<file path="src/rtl/instr_fetch_seq.sv">
// instr_fetch_seq: PC owner and 2-cycle fetch/execute sequencer with Start/Done handshake.
// Define FETCH_PERF_CNT_EN to add saturating CycleCount/InstrCount outputs.
module instr_fetch_seq #(
  parameter int              PC_W     = 10,
  parameter logic [PC_W-1:0] START_PC = '0,
  parameter logic [8:0]      NOP_WORD = 9'b0_011_00000
) (
  input  logic            Clk,
  input  logic            Reset,
  input  logic            Start,
  output logic [PC_W-1:0] ImemAddr,
  output logic            ImemRdEn,
  input  logic [8:0]      ImemData,
  output logic [8:0]      Instruction_out,
  output logic            ExecValid,
  input  logic            Stall,
  input  logic            PC_Next_Sel,
  input  logic [4:0]      BranchOffset,
  input  logic            JumpIndirect,
  input  logic [PC_W-1:0] JumpTarget,
  input  logic            DoneIn,
  output logic [PC_W-1:0] PC_out,
  output logic [PC_W-1:0] PC_Plus1,
  output logic            Done
`ifdef FETCH_PERF_CNT_EN
  ,
  output logic [31:0]     CycleCount,
  output logic [31:0]     InstrCount
`endif
);
  typedef enum logic [1:0] {IDLE, FETCH, EXEC, HALTED} state_t;
  state_t state;
  logic [PC_W-1:0] pc, next_pc;
  logic [8:0] ir;
  logic start_ok, exec_exit;
  assign start_ok = Start && (state == IDLE || state == HALTED);
  assign exec_exit = state == EXEC && !Stall;
  assign PC_out = pc;
  assign PC_Plus1 = pc + PC_W'(1);
  assign ImemAddr = pc;
  assign Instruction_out = ir;
  always_comb next_pc = !PC_Next_Sel ? PC_Plus1 : JumpIndirect ? JumpTarget : pc + {{(PC_W-5){BranchOffset[4]}}, BranchOffset};
  // ir doubles as the decoder feed: it only holds a fetched word while in EXEC
  always_ff @(posedge Clk)
    if (Reset) begin
      state <= IDLE;
      pc <= START_PC;
      ir <= NOP_WORD;
      Done <= 1'b0;
      ImemRdEn <= 1'b0;
      ExecValid <= 1'b0;
    end else if (start_ok) begin
      state <= FETCH;
      pc <= START_PC;
      Done <= 1'b0;
      ImemRdEn <= 1'b1;
    end else if (state == FETCH) begin
      state <= EXEC;
      ir <= ImemData;
      ImemRdEn <= 1'b0;
      ExecValid <= 1'b1;
    end else if (exec_exit) begin
      state <= DoneIn ? HALTED : FETCH;
      pc <= DoneIn ? pc : next_pc;
      Done <= DoneIn;
      ir <= NOP_WORD;
      ImemRdEn <= !DoneIn;
      ExecValid <= 1'b0;
    end
`ifdef FETCH_PERF_CNT_EN
  always_ff @(posedge Clk)
    if (Reset || start_ok) begin
      CycleCount <= '0;
      InstrCount <= '0;
    end else begin
      if ((state == FETCH || state == EXEC) && !(&CycleCount)) CycleCount <= CycleCount + 32'd1;
      if (exec_exit && !(&InstrCount)) InstrCount <= InstrCount + 32'd1;
    end
`endif
endmodule

</file>
<file path="config.mk">
export PLATFORM = sky130hd
export DESIGN_NAME = instr_fetch_seq
export DESIGN_NICKNAME = d
export VERILOG_FILES = /design/src/rtl/instr_fetch_seq.sv
export SDC_FILE = /design/constraint.sdc
export NUM_CORES = 1
export LEC_CHECK = 0
export CORE_MARGIN = 4
export CORE_UTILIZATION = 47
export CTS_BUF_LIST = sky130_fd_sc_hd__clkbuf_8 sky130_fd_sc_hd__clkbuf_16
export DETAILED_ROUTE_END_ITERATION = 12
export MAX_ROUTING_LAYER = met4
export PLACE_DENSITY = 0.88
export SETUP_SLACK_MARGIN = 0.5
export SYNTH_ARGS = -nofsm -noshare
export SYNTH_HDL_FRONTEND = slang
export SYNTH_SLANG_ARGS = --single-unit
</file>
<file path="constraint.sdc">
create_clock -name Clk -period 5.4 [get_ports Clk]
set_input_delay 0.81 -clock Clk [delete_from_list [all_inputs] [get_ports Clk]]
set_output_delay 0.81 -clock Clk [all_outputs]
set_load 0.03 [all_outputs]
</file>
### After elaboration in Yosys (flattened, before gate mapping)

Cells that the tools add are included.
Widths: inputs -> output; s select.

| word-level totals | value |
|---|---|
| register bits | 24 |
| output and inout bits | 42 |

| cells by class | value |
|---|---|
| add/subtract/negate cells | 2 |
| bitwise operators | 3 |
| muxes and demuxes | 13 |
| equal/unequal tests | 3 |
| reductions and logical operators | 12 |

Operators with widths:

| cell | count |
|---|---|
| $mux 10 | 2 |
| $mux 9 | 2 |
| $add 10x1->10 const B | 1 |
| $add 10x10->10 | 1 |
| $mux 1 | 6 |
| $mux 2 | 3 |
| $eq 2x2->1 const B | 2 |
| $reduce_and 2->1 | 2 |
| $not 1->1 | 3 |
| $reduce_and 3->1 | 1 |
| $reduce_bool 3->1 | 1 |
| $eq 2x1->1 const B | 1 |
| $logic_and 1x1->1 | 2 |
| $logic_not 1->1 | 2 |
| $logic_not 2->1 | 1 |
| $reduce_bool 2->1 | 1 |
| $reduce_or 2->1 | 1 |
| $logic_or 1x1->1 | 1 |

### Longest topological paths before layout

| logic depth | value |
|---|---|
| depth after elaboration | 5 |
| mapped depth | 8 |
| gate-level depth less buffers | 8 |

### Worst setup path before layout

OpenSTA, ideal clock, no wires.

| timing path | value |
|---|---|
| path type | register to output |
| start | register pc[1], in the netlist ImemAddr[1] |
| end | output port PC_Plus1[8] |
| required time | 4.590 ns |
| slack | 2.869 ns |
| path buffers | 0 |
| data arrival time | 1.721 ns |
| cell stages (with the launch flop) | 6 |
| cell sequence | dfxtp_1 -> ha_1 -> inv_1 -> nor2_2 -> and3_4 -> xor2_2 |

| between the ends | value |
|---|---|
| longest elaborated chain between the ends | 1 |

RTL lines:

| item | line | source |
|---|---|---|
| from (decl) | 33 | `logic [PC_W-1:0] pc, next_pc;` |
| from (signal assigned) | 64 | `pc <= DoneIn ? pc : next_pc;` |
| $add 10x1->10 | 39 | `assign PC_Plus1 = pc + PC_W'(1);` |
| to (decl) | 23 | `output logic [PC_W-1:0] PC_Plus1,` |

No other way between the ends.

### Worst setup path in the final report

Same ends and word-level chain as after synthesis.

==> impl_metrics.csv <==
group,metric,value,unit
outcome,status,"finished, final reports clean",
setup_path,cp-start-kind,"register",
drt,wirelength,4.928,mm
floorplanning,die_w,69.74,um
yosys,synthTopCellsByArea,"dfxtp_1 (27%), ha_1 (9.1%), nor2_1 (5.7%), buf_4 (4.6%), a21oi_1 (4.2%)",
floorplanning,dieArea,4864,um2
power_and_ir_drop,p_leak,0.9714,nW
setup_path,critPathCapture,"PC_Plus1[8]",
setup_path,path_max_fanout,9,
clock_tree,ctsHoldBuffers,0,
floorplanning,num_rows,22,
drt,antenna_left,0,
setup_path,rr_worst_depth,8,
timing,relSlewSlack,0.4063,
timing,fin_hold_ws,0.4886,ns
drt,wire_per_inst,14.98,um
clock_tree,cts_tree,"done",
power_and_ir_drop,ir_worst_vdd,0.0001938,V
yosys,synthCells,224,
setup_path,r2r_end,"ImemAddr[8]",
cells_and_area,fin_util,0.6863,
clock_tree,cts_inserted_buffers,3,
timing,grt_setup_unrepaired,"false",
timing,fmax,0.3050,GHz
clock_tree,cts.htree.levels,1,
cells_and_area,postLayoutCellArea,2512,um2
setup_path,startpoint,"ImemAddr[1]",
yosys,synth_edf_count,0,
clock_tree,clock_path_buffers,2,
place,portBuffers,72,
setup_path,required,4.59,ns
timing,min_period,3.278,ns
cells_and_area,layout.nets,327,
setup_path,r2r_start,"ImemAddr[0]",
timing,fin_worst_skew,0.002789,ns
run,cap_violations,0,
yosys,synth_area_per_cell,7.999,um2
yosys,synth_seq_cells,24,
clock_tree,clkLatencyLatePin,0.27,ns
clock_tree,clk_pin_slew,0.08,ns
setup_path,path_class,"reg2out",
yosys,syn_nets,269,
timing,setup_tns,0,ns
setup_path,cp.arrival,2.47,ns
setup_path,critical_path.cell_chain,"ha_1 > inv_1 > nor2_2 > and3_4 > xor2_2 > clkdlybuf4s50_1",
drt,vias,1824,
power_and_ir_drop,finalPower,0.0006579,W
clock_tree,cts-root-buf,"clkbuf_8",
clock_tree,cts.repair.resized,0,
timing,setup_viol,0,
timing,drv_slew,0,
timing,final-hold-violation-count,0,
floorplanning,dieHeight,69.74,um
place,dpl.hpwl,3.762,mm
global_route,overflow,0,
drt,first_pass_iters,4,
floorplanning,initial_core_util,0.4894,
yosys,synth_flop_cell,"dfxtp_1",
setup_path,cp_num_cells,6,
yosys,synth_area_leader_cell,"dfxtp_1",
place,dpl-instance-area,2457,um2
cells_and_area,drive_gt1_frac,0.06406,
floorplanning,core_area,3661,um2
setup_path,r2r_slack,3.08,ns
yosys,synth.top_cell.area_share,0.2682,
yosys,synth-seq-area-share,0.2682,
clock_tree,cts_sinks,24,
cells_and_area,synthToLayoutAreaGrowth,40.22,%
global_route,grt_util_all_layers,0.1993,
global_route,grt_pass1_vias,1640,
setup_path,path_buf_inv,2,
yosys,synthDistinctLibCells,42,
drt,drc_errors,0,
setup_path,worst_setup_path_end_kind,"output port",
cells_and_area,antenna_cells,0,
yosys,ys_async_sr_fraction,0,
clock_tree,cts_setup_buffers,0,
setup_path,slowest_stage,"clkdlybuf4s50_1",
drt,vias_per_cell,5.544,
timing,worst_pin_slew,0.8857,ns
yosys,yosys_warnings,0,
timing,fin_crit_sh,0.6071,
global_route,antenna_found_initial,0,
global_route,grt_pass1_wl,7.776,mm
power_and_ir_drop,power_density,261.9,nW/um2
global_route,grt_max_degree,23,
yosys,synthesis.area,1792,um2
place,gp_congestion,0.8810,
setup_path,max_stage_delay,0.69,ns
floorplanning,io-pin-count,73,
drt,first_iter_violations,98,
setup_path,critPathTopFamily,"buffers and inverters",
worst_hold_path,hold_class,"reg2reg",
-- worst min-delay path by stage --
stage | startpoint | to | cells past startpoint
3_3_place_gp | Instruction_out[5] | Instruction_out[5] | 2
4_1_cts | Instruction_out[5] | Instruction_out[5] | 2
6_report | Instruction_out[6] | Instruction_out[6] | 2
2_1_floorplan | state[1] | state[1] | 2
3_5_place_dp | Instruction_out[5] | Instruction_out[5] | 2
5_1_grt | Instruction_out[5] | Instruction_out[5] | 2
-- kinds of logic after synthesis --
kind of cell,share of synthesized area
fa+ha+maj,0.1020
mux,0.02235
buf+inv,0.08101
simple gates,0.1976
compound gates,0.2619
flops,0.2682
xor+xnor,0.06704
-- cell usage in the layout, fill, tap and decap left out, types with 5 or more instances in the layout --
master	instances
nand2_1	17
nor2_1	27
a31oi_1	5
a21oi_1	15
nand2b_1	6
o21ai_1	5
ha_1	13
nand3_1	8
nor3_1	5
o21ai_0	12
dfxtp_1	24
a22oi_1	10
xnor2_1	6
inv_1	7
clkdlybuf4s50_1	72
-- layout make-up --
class | count | area (um2)
multi-input cells | 173 | 1166
well taps | 48 | 60.06
flip-flops and latches | 24 | 480.5
inverters | 8 | 30.03
clock buffers | 4 | 55.05
repair buffers | 72 | 720.7
fillers | 304 | 1149
-- metal layers --
metal	global-route usage	share of wire
met5	-	0
met4	0.06383	0.014
met3	0.03333	0.052
met2	0.3337	0.50
met1	0.2447	0.43
-- stage by stage --
stage               std cells  setup slack, ns
CTS                       329            2.129
floorplan                 224            2.869
global route              329            1.959
global placement          325            2.385
detailed placement        325            2.346
finish                    329            2.122
-- power by group --
part	switching, W	total (W)	internal, W
Clock	0.0000590	0.000124	0.0000653
Sequential	0.0000213	0.000229	0.000207
Combinational	0.000180	0.000305	0.000125
-- flip-flops by register name, indices dropped and copies added (netlist names) --
| register | flops |
|---|---|
| ImemAddr | 10 |
| Instruction_out | 9 |
| state | 2 |
| Done | 1 |
| ExecValid | 1 |
| ImemRdEn | 1 |
-- synth_stat cells (2+ instances only) --
cell and instances:
nor3_1 5, a21oi_2 2, mux2i_1 4, xor2_2 2, a211oi_2 2, buf_4 11, nor2_1 27, xnor2_1 6
o21ai_0 12, a31oi_1 5, a22oi_1 10, a21oi_1 15, o2111ai_1 4, inv_1 7, nor2_2 2, buf_2 2
and3_4 2, nand2b_1 6, dfxtp_1 24, ha_1 13, a21o_1 3, xor2_1 4, o21ai_1 5, clkbuf_1 6
nand2_1 17, o22ai_1 2, a211oi_1 4, nand3_1 8
-- worst register-to-register path: stages (launching register included) --
cell and delay (ns):
dfxtp_1 0.42, ha_1 0.30, fa_1 0.45, a211oi_2 0.28, o21ai_1 0.15, o311ai_2 0.26, mux2i_1 0.22, nor3_1 0.06
o21ai_1 0.14
Power figures use the tool's default switching activity.
